## src/rtl/core_bus_interface_if.sv

```systemverilog
// Bundle of request-side and bus-side signals for core_bus_interface.
// slave  : the view taken by core_bus_interface itself.
// master : the view taken by the surrounding control path / bus model.
interface core_bus_interface_if #(
    parameter int ADDR_W = 16,
    parameter int DATA_W = 16
);
    logic              req_valid;
    logic              req_ready;
    logic              req_write;
    logic [ADDR_W-1:0] req_addr;
    logic [DATA_W-1:0] req_wdata;
    logic [ADDR_W-1:0] bus_addr;
    logic [DATA_W-1:0] bus_wdata;
    logic              bus_rd;
    logic              bus_wr;
    logic              bus_ack;
    logic [DATA_W-1:0] bus_rdata;
    logic [DATA_W-1:0] bus_datain;
    logic              bus_fromin;
    logic              busy;
    logic              err;

    modport slave (
        input  req_valid, req_write, req_addr, req_wdata, bus_ack, bus_rdata,
        output req_ready, bus_addr, bus_wdata, bus_rd, bus_wr,
               bus_datain, bus_fromin, busy, err
    );

    modport master (
        output req_valid, req_write, req_addr, req_wdata, bus_ack, bus_rdata,
        input  req_ready, bus_addr, bus_wdata, bus_rd, bus_wr,
               bus_datain, bus_fromin, busy, err
    );
endinterface

```

## src/rtl/core_bus_interface.sv

```systemverilog
// Single-outstanding load/store unit driving a strobe/ack external bus.
// Loads deliver the read word on bus_datain with a one-cycle bus_fromin pulse.
// Optional ack timeout: define CORE_BUS_TIMEOUT_EN to enable the REQ wait
// limit of TIMEOUT_CYCLES cycles; otherwise REQ waits forever and err is 0.
module core_bus_interface #(
    parameter int ADDR_W         = 16,
    parameter int DATA_W         = 16,
    parameter int TIMEOUT_CYCLES = 255
) (
    input  logic                 clk,
    input  logic                 rst,
    core_bus_interface_if.slave  bus
);

    typedef enum logic [1:0] {
        IDLE,
        REQ,
        DONE
    } state_t;

    state_t state;
    logic   write_q;

    if (TIMEOUT_CYCLES < 1 || ADDR_W < 1 || DATA_W < 1) begin : g_param_check
        $error("core_bus_interface: ADDR_W, DATA_W and TIMEOUT_CYCLES must be >= 1");
    end

    assign bus.req_ready = (state == IDLE);
    assign bus.busy      = (state != IDLE);

`ifdef CORE_BUS_TIMEOUT_EN
    localparam int CNT_W = (TIMEOUT_CYCLES > 1) ? $clog2(TIMEOUT_CYCLES) : 1;

    logic [CNT_W-1:0] tmo_cnt;
    logic             err_q;
    logic             tmo_hit;

    // Last REQ cycle allowed before the limit is reached.
    assign tmo_hit = (tmo_cnt == CNT_W'(TIMEOUT_CYCLES - 1));
    assign bus.err = err_q;
`else
    assign bus.err = 1'b0;
`endif

    // Transaction FSM with all bus-facing outputs registered.
    always_ff @(posedge clk or negedge rst) begin
        if (!rst) begin
            state          <= IDLE;
            write_q        <= 1'b0;
            bus.bus_addr   <= '0;
            bus.bus_wdata  <= '0;
            bus.bus_datain <= '0;
            bus.bus_rd     <= 1'b0;
            bus.bus_wr     <= 1'b0;
            bus.bus_fromin <= 1'b0;
`ifdef CORE_BUS_TIMEOUT_EN
            tmo_cnt        <= '0;
            err_q          <= 1'b0;
`endif
        end else begin
            bus.bus_fromin <= 1'b0;
`ifdef CORE_BUS_TIMEOUT_EN
            err_q          <= 1'b0;
`endif
            case (state)
                IDLE: begin
                    if (bus.req_valid) begin
                        bus.bus_addr  <= bus.req_addr;
                        bus.bus_wdata <= bus.req_wdata;
                        write_q       <= bus.req_write;
                        bus.bus_rd    <= ~bus.req_write;
                        bus.bus_wr    <= bus.req_write;
                        state         <= REQ;
`ifdef CORE_BUS_TIMEOUT_EN
                        tmo_cnt       <= '0;
`endif
                    end
                end
                REQ: begin
                    if (bus.bus_ack) begin
                        bus.bus_rd <= 1'b0;
                        bus.bus_wr <= 1'b0;
                        if (!write_q) begin
                            bus.bus_datain <= bus.bus_rdata;
                            bus.bus_fromin <= 1'b1;
                            state          <= DONE;
                        end else begin
                            state <= IDLE;
                        end
                    end
`ifdef CORE_BUS_TIMEOUT_EN
                    // Ack takes priority; the timeout only fires on an ack-less edge.
                    else if (tmo_hit) begin
                        bus.bus_rd <= 1'b0;
                        bus.bus_wr <= 1'b0;
                        err_q      <= 1'b1;
                        if (!write_q) begin
                            bus.bus_datain <= '1;
                            bus.bus_fromin <= 1'b1;
                            state          <= DONE;
                        end else begin
                            state <= IDLE;
                        end
                    end else begin
                        tmo_cnt <= tmo_cnt + 1'b1;
                    end
`endif
                end
                DONE: begin
                    state <= IDLE;
                end
                default: begin
                    state <= IDLE;
                end
            endcase
        end
    end

endmodule

```

## src/flat_wrapper.sv

```systemverilog
// flat-port wrapper written by rule: the top's interface ports become plain ports
module core_bus_interface_flat 
#(
    parameter int ADDR_W         = 16,
    parameter int DATA_W         = 16,
    parameter int TIMEOUT_CYCLES = 255
)
  (clk, rst, bus_req_valid, bus_req_write, bus_req_addr, bus_req_wdata, bus_bus_ack, bus_bus_rdata, bus_req_ready, bus_bus_addr, bus_bus_wdata, bus_bus_rd, bus_bus_wr, bus_bus_datain, bus_bus_fromin, bus_busy, bus_err);
  core_bus_interface_if #(.ADDR_W(ADDR_W), .DATA_W(DATA_W)) bus_i ();
  input  logic clk;
  input  logic rst;
  input wire logic [$bits(bus_i.req_valid)-1:0] bus_req_valid;
  input wire logic [$bits(bus_i.req_write)-1:0] bus_req_write;
  input wire logic [$bits(bus_i.req_addr)-1:0] bus_req_addr;
  input wire logic [$bits(bus_i.req_wdata)-1:0] bus_req_wdata;
  input wire logic [$bits(bus_i.bus_ack)-1:0] bus_bus_ack;
  input wire logic [$bits(bus_i.bus_rdata)-1:0] bus_bus_rdata;
  output wire logic [$bits(bus_i.req_ready)-1:0] bus_req_ready;
  output wire logic [$bits(bus_i.bus_addr)-1:0] bus_bus_addr;
  output wire logic [$bits(bus_i.bus_wdata)-1:0] bus_bus_wdata;
  output wire logic [$bits(bus_i.bus_rd)-1:0] bus_bus_rd;
  output wire logic [$bits(bus_i.bus_wr)-1:0] bus_bus_wr;
  output wire logic [$bits(bus_i.bus_datain)-1:0] bus_bus_datain;
  output wire logic [$bits(bus_i.bus_fromin)-1:0] bus_bus_fromin;
  output wire logic [$bits(bus_i.busy)-1:0] bus_busy;
  output wire logic [$bits(bus_i.err)-1:0] bus_err;
  assign bus_i.req_valid = bus_req_valid;
  assign bus_i.req_write = bus_req_write;
  assign bus_i.req_addr = bus_req_addr;
  assign bus_i.req_wdata = bus_req_wdata;
  assign bus_i.bus_ack = bus_bus_ack;
  assign bus_i.bus_rdata = bus_bus_rdata;
  assign bus_req_ready = bus_i.req_ready;
  assign bus_bus_addr = bus_i.bus_addr;
  assign bus_bus_wdata = bus_i.bus_wdata;
  assign bus_bus_rd = bus_i.bus_rd;
  assign bus_bus_wr = bus_i.bus_wr;
  assign bus_bus_datain = bus_i.bus_datain;
  assign bus_bus_fromin = bus_i.bus_fromin;
  assign bus_busy = bus_i.busy;
  assign bus_err = bus_i.err;
  core_bus_interface #(.ADDR_W(ADDR_W), .DATA_W(DATA_W), .TIMEOUT_CYCLES(TIMEOUT_CYCLES)) u_core (.clk(clk), .rst(rst), .bus(bus_i));
endmodule
```

## config.mk

```make
export PLATFORM = sky130hd
export DESIGN_NAME = core_bus_interface_flat
export DESIGN_NICKNAME = d
export VERILOG_FILES = /design/src/rtl/core_bus_interface_if.sv /design/src/rtl/core_bus_interface.sv /design/src/flat_wrapper.sv
export SDC_FILE = /design/constraint.sdc
export NUM_CORES = 1
export LEC_CHECK = 0
export CAP_MARGIN = 20
export CORE_ASPECT_RATIO = 0.5
export CORE_MARGIN = 3
export CORE_UTILIZATION = 39
export DETAILED_ROUTE_END_ITERATION = 12
export PLACE_DENSITY_LB_ADDON = 0.08
export SYNTH_ARGS = -nofsm -noshare
export SYNTH_HDL_FRONTEND = slang
export SYNTH_SLANG_ARGS = --single-unit
```

## constraint.sdc

```tcl
create_clock -name clk -period 2.2 [get_ports clk]
set_clock_uncertainty 0.2 [all_clocks]
set_input_delay 0.33 -clock clk [delete_from_list [all_inputs] [get_ports clk]]
set_output_delay 0.33 -clock clk [all_outputs]
set_load 0.005 [all_outputs]
```

==> results.sh <==
export IMPL_rows=18
export IMPL_cts_root_buf="clkbuf_8"
export IMPL_synth_common_cells="dfrtp_1 (54), mux2_2 (49), buf_4 (4)"
export IMPL_grt_overflow=0
export IMPL_grt_use_total_pct=14.9
export IMPL_drtAntennaViolNets=0
export IMPL_multiInputGateArea_um2=671
export IMPL_cts_clk_slew_worst_paths_ps=100
export IMPL_final_net_count=294
export IMPL_globalplace_congestion=0.784
export IMPL_ys_flop_type="dfrtp_1"
export IMPL_n_antenna_cell=0
export IMPL_r2r_start="u_core.state[0]"
export IMPL_pwr_share_clk_pct=15.4
export IMPL_p_sw_mw=1.12
export IMPL_die_y_um=57.5
export IMPL_seq_area_frac_synth_pct=65.3
export IMPL_yosysMostFrequentCell="dfrtp_1"
export IMPL_grt_pass1_wl_um=7230
export IMPL_cts_made_buffers=5
export IMPL_pwr_share_seq_pct=40.4
export IMPL_clk_latency_ps=300
export IMPL_synth_area_top_cells="dfrtp_1 (65%), mux2_2 (27%), buf_4 (1.5%)"
export IMPL_worstHoldPathCells=1
export IMPL_tightestPinTransition_ps=664
export IMPL_num_fill_cells=374
export IMPL_start_kind="flip-flop"
export IMPL_relSlewSlack_pct=55.7
export IMPL_tns_ps=0
export IMPL_p_per_area_nw_per_um2=1290
export IMPL_crit_path_start="u_core.state[0]"
export IMPL_async_reset_ff_share_pct=100
export IMPL_dr_total_vias=1436
export IMPL_syn_inst=127
export IMPL_switching_share_pct=26.0
export IMPL_rsz0062_at_grt="false"
export IMPL_syn_area_per_cell_um2=16.3
export IMPL_outcome="finished clean"
export IMPL_place_hpwl_um=3290
export IMPL_power_frac_comb_pct=44.2
export IMPL_p_total_mw=4.31
export IMPL_maxSlewViolCount=0
export IMPL_drcViolationCount=0
export IMPL_crit_fanout=6
export IMPL_drive_gt1_share_pct=28.9
export IMPL_yosysTopAreaCell="dfrtp_1"
export IMPL_min_period_ps=2130
export IMPL_r2r_end="u_core.bus.bus_addr[3]"
export IMPL_cap_viol_max_count=0
export IMPL_io_pins=107
export IMPL_grt_max_degree=55
export IMPL_cts_sinks=54
export IMPL_ff_latch_area_um2=1350
export IMPL_die_area_um2=6270
export IMPL_rrSetupSlack_ps=460
export IMPL_antenna_found_initial=0
export IMPL_crit_required_ps=1670
export IMPL_finalHoldViolCount=0
export IMPL_fin_crit_sh_pct=97.0
export IMPL_hold_class="flip-flop to flip-flop"
export IMPL_viasPerCell=4.60
export IMPL_rr_worst_depth=4
export IMPL_h_tree_depth=2
export IMPL_synth_warnings=0
export IMPL_cts_buffer_depth=2
export IMPL_dieWidth_um=109
export IMPL_utilization_pct=66.7
export IMPL_grt_pass1_vias=1556
export IMPL_drt_wl_total_um=4470
export IMPL_synth_edff_count=0
export IMPL_p_leak_nw=1.39
export IMPL_drt_iter0_drc=34
export IMPL_whs_ps=312
export IMPL_ys_ff_latch=54
export IMPL_synth_cell_types=18
export IMPL_routedWlPerCell_um=14.3
export IMPL_crit_end="bus_req_ready"
export IMPL_synth_area_um2=2070
export IMPL_syn_to_final_growth_pct=62.0
export IMPL_io_buffers=105
export IMPL_crit_arrival_ps=1600
export IMPL_critPathKind="flip-flop to output pin"
export IMPL_fmax_ghz=0.469
export IMPL_peakVddDrop_v=0.000735
export IMPL_p_int_mw=3.19
export IMPL_synth_nets=180
export IMPL_dr_pass1_iters=2
export IMPL_yosysTopAreaCellShare_pct=65.3
export IMPL_initial_core_util_pct=41.2
export IMPL_end_kind="output pin"
export IMPL_setup_violations=0
export IMPL_core_um2=5020
export IMPL_cts_tree="done"
## cell usage in the layout (no fill, tap or decap), drive strengths merged, types with 2 or more instances in the layout
| master | netlist | final |
|---|---|---|
| clkdlybuf4s50 | 0 | 104 |
| dfrtp | 54 | 54 |
| mux2 | 49 | 49 |
| buf | 6 | 8 |
| clkbuf | 0 | 5 |
| nor4b | 3 | 3 |
| inv | 2 | 3 |
| o21ai | 2 | 2 |
| nor2 | 2 | 2 |
| nand2 | 2 | 2 |
| a21oi | 2 | 2 |
## how the worst min path moves through the flow
stage                              from                       end  slack, ps
3_3_place_gp   u_core.bus.bus_datain[4]  u_core.bus.bus_datain[4]        290
5_1_grt          u_core.bus.bus_addr[0]    u_core.bus.bus_addr[0]        330
6_report       u_core.bus.bus_datain[1]  u_core.bus.bus_datain[1]        310
3_5_place_dp                        rst   u_core.bus.bus_wdata[2]        300
2_1_floorplan                       rst    u_core.bus.bus_addr[0]       -170
4_1_cts        u_core.bus.bus_datain[5]  u_core.bus.bus_datain[5]        320
## cells by family after synthesis
| group | count (synthesis) | synth area share (%) |
|---|---|---|
| flip-flops | 54 | 65.3 |
| AO/OA/AOI/OAI | 5 | 1.33 |
| other | 1 | 0.181 |
| multiplexers | 49 | 26.7 |
| buffers and inverters | 8 | 2.60 |
| AND/OR/NAND/NOR | 10 | 3.93 |
## registers in the layout, summed over array words and instances (netlist names)
name	cells
u_core.bus.bus_addr	16
u_core.bus.bus_datain	16
u_core.bus.bus_fromin	1
u_core.bus.bus_rd	1
u_core.bus.bus_wdata	16
u_core.bus.bus_wr	1
u_core.state	2
u_core.write_q	1
## final cells by class
| class | count | area share [%] |
|---|---|---|
| multi-input cells | 65 | 20.0 |
| repair buffers | 113 | 33.4 |
| clock buffers | 5 | 2.05 |
| inverters | 2 | 0.224 |
| well taps | 70 | 2.61 |
| flip-flops and latches | 54 | 40.4 |
| clock inverters | 3 | 1.31 |
## power groups by stage
stage	logic, mW	registers (mW)	clock network, mW
after CTS	1.92	1.76	0.697
after global routing	2.06	1.81	0.740
final	1.90	1.74	0.665
after detailed placement	1.91	1.77	0
after floorplan	0.648	1.79	0
after global placement	1.88	1.74	0
## per-layer routing
layer  GRT usage (%)  vias up  share of wire, %
li1                -      668                 -
met1            18.0      701                41
met2            24.0       60                47
met3            6.44        7                10
met4            5.58        0               1.5
met5               0        -                 0
## metrics by stage
stage | cell area, µm² | worst slack (ps) | instances
global route | 3350 | 4.87 | 312
global placement | 3210 | 184 | 301
finish | 3350 | 66.9 | 312
detailed placement | 3210 | 153 | 301
floorplan | 2070 | 394 | 127
CTS | 3340 | 21.8 | 310
## worst max-delay path: stages, from the launching register on
cell and delay [ps]:
dfrtp_2 450, or2_2 300, inv_1 60, clkdlybuf4s50_1 490
## repair_timing
action                                  4_1_cts  5_1_grt
gates resized for setup                       1        0
gates cloned                                  0        0
hold endpoints to repair                     54        0
buffers inserted                              0        2
pin swaps                                     0        0
endpoints found under the setup margin        1        1
hold buffers                                  1        0
(Power assumes the default switching activity.)
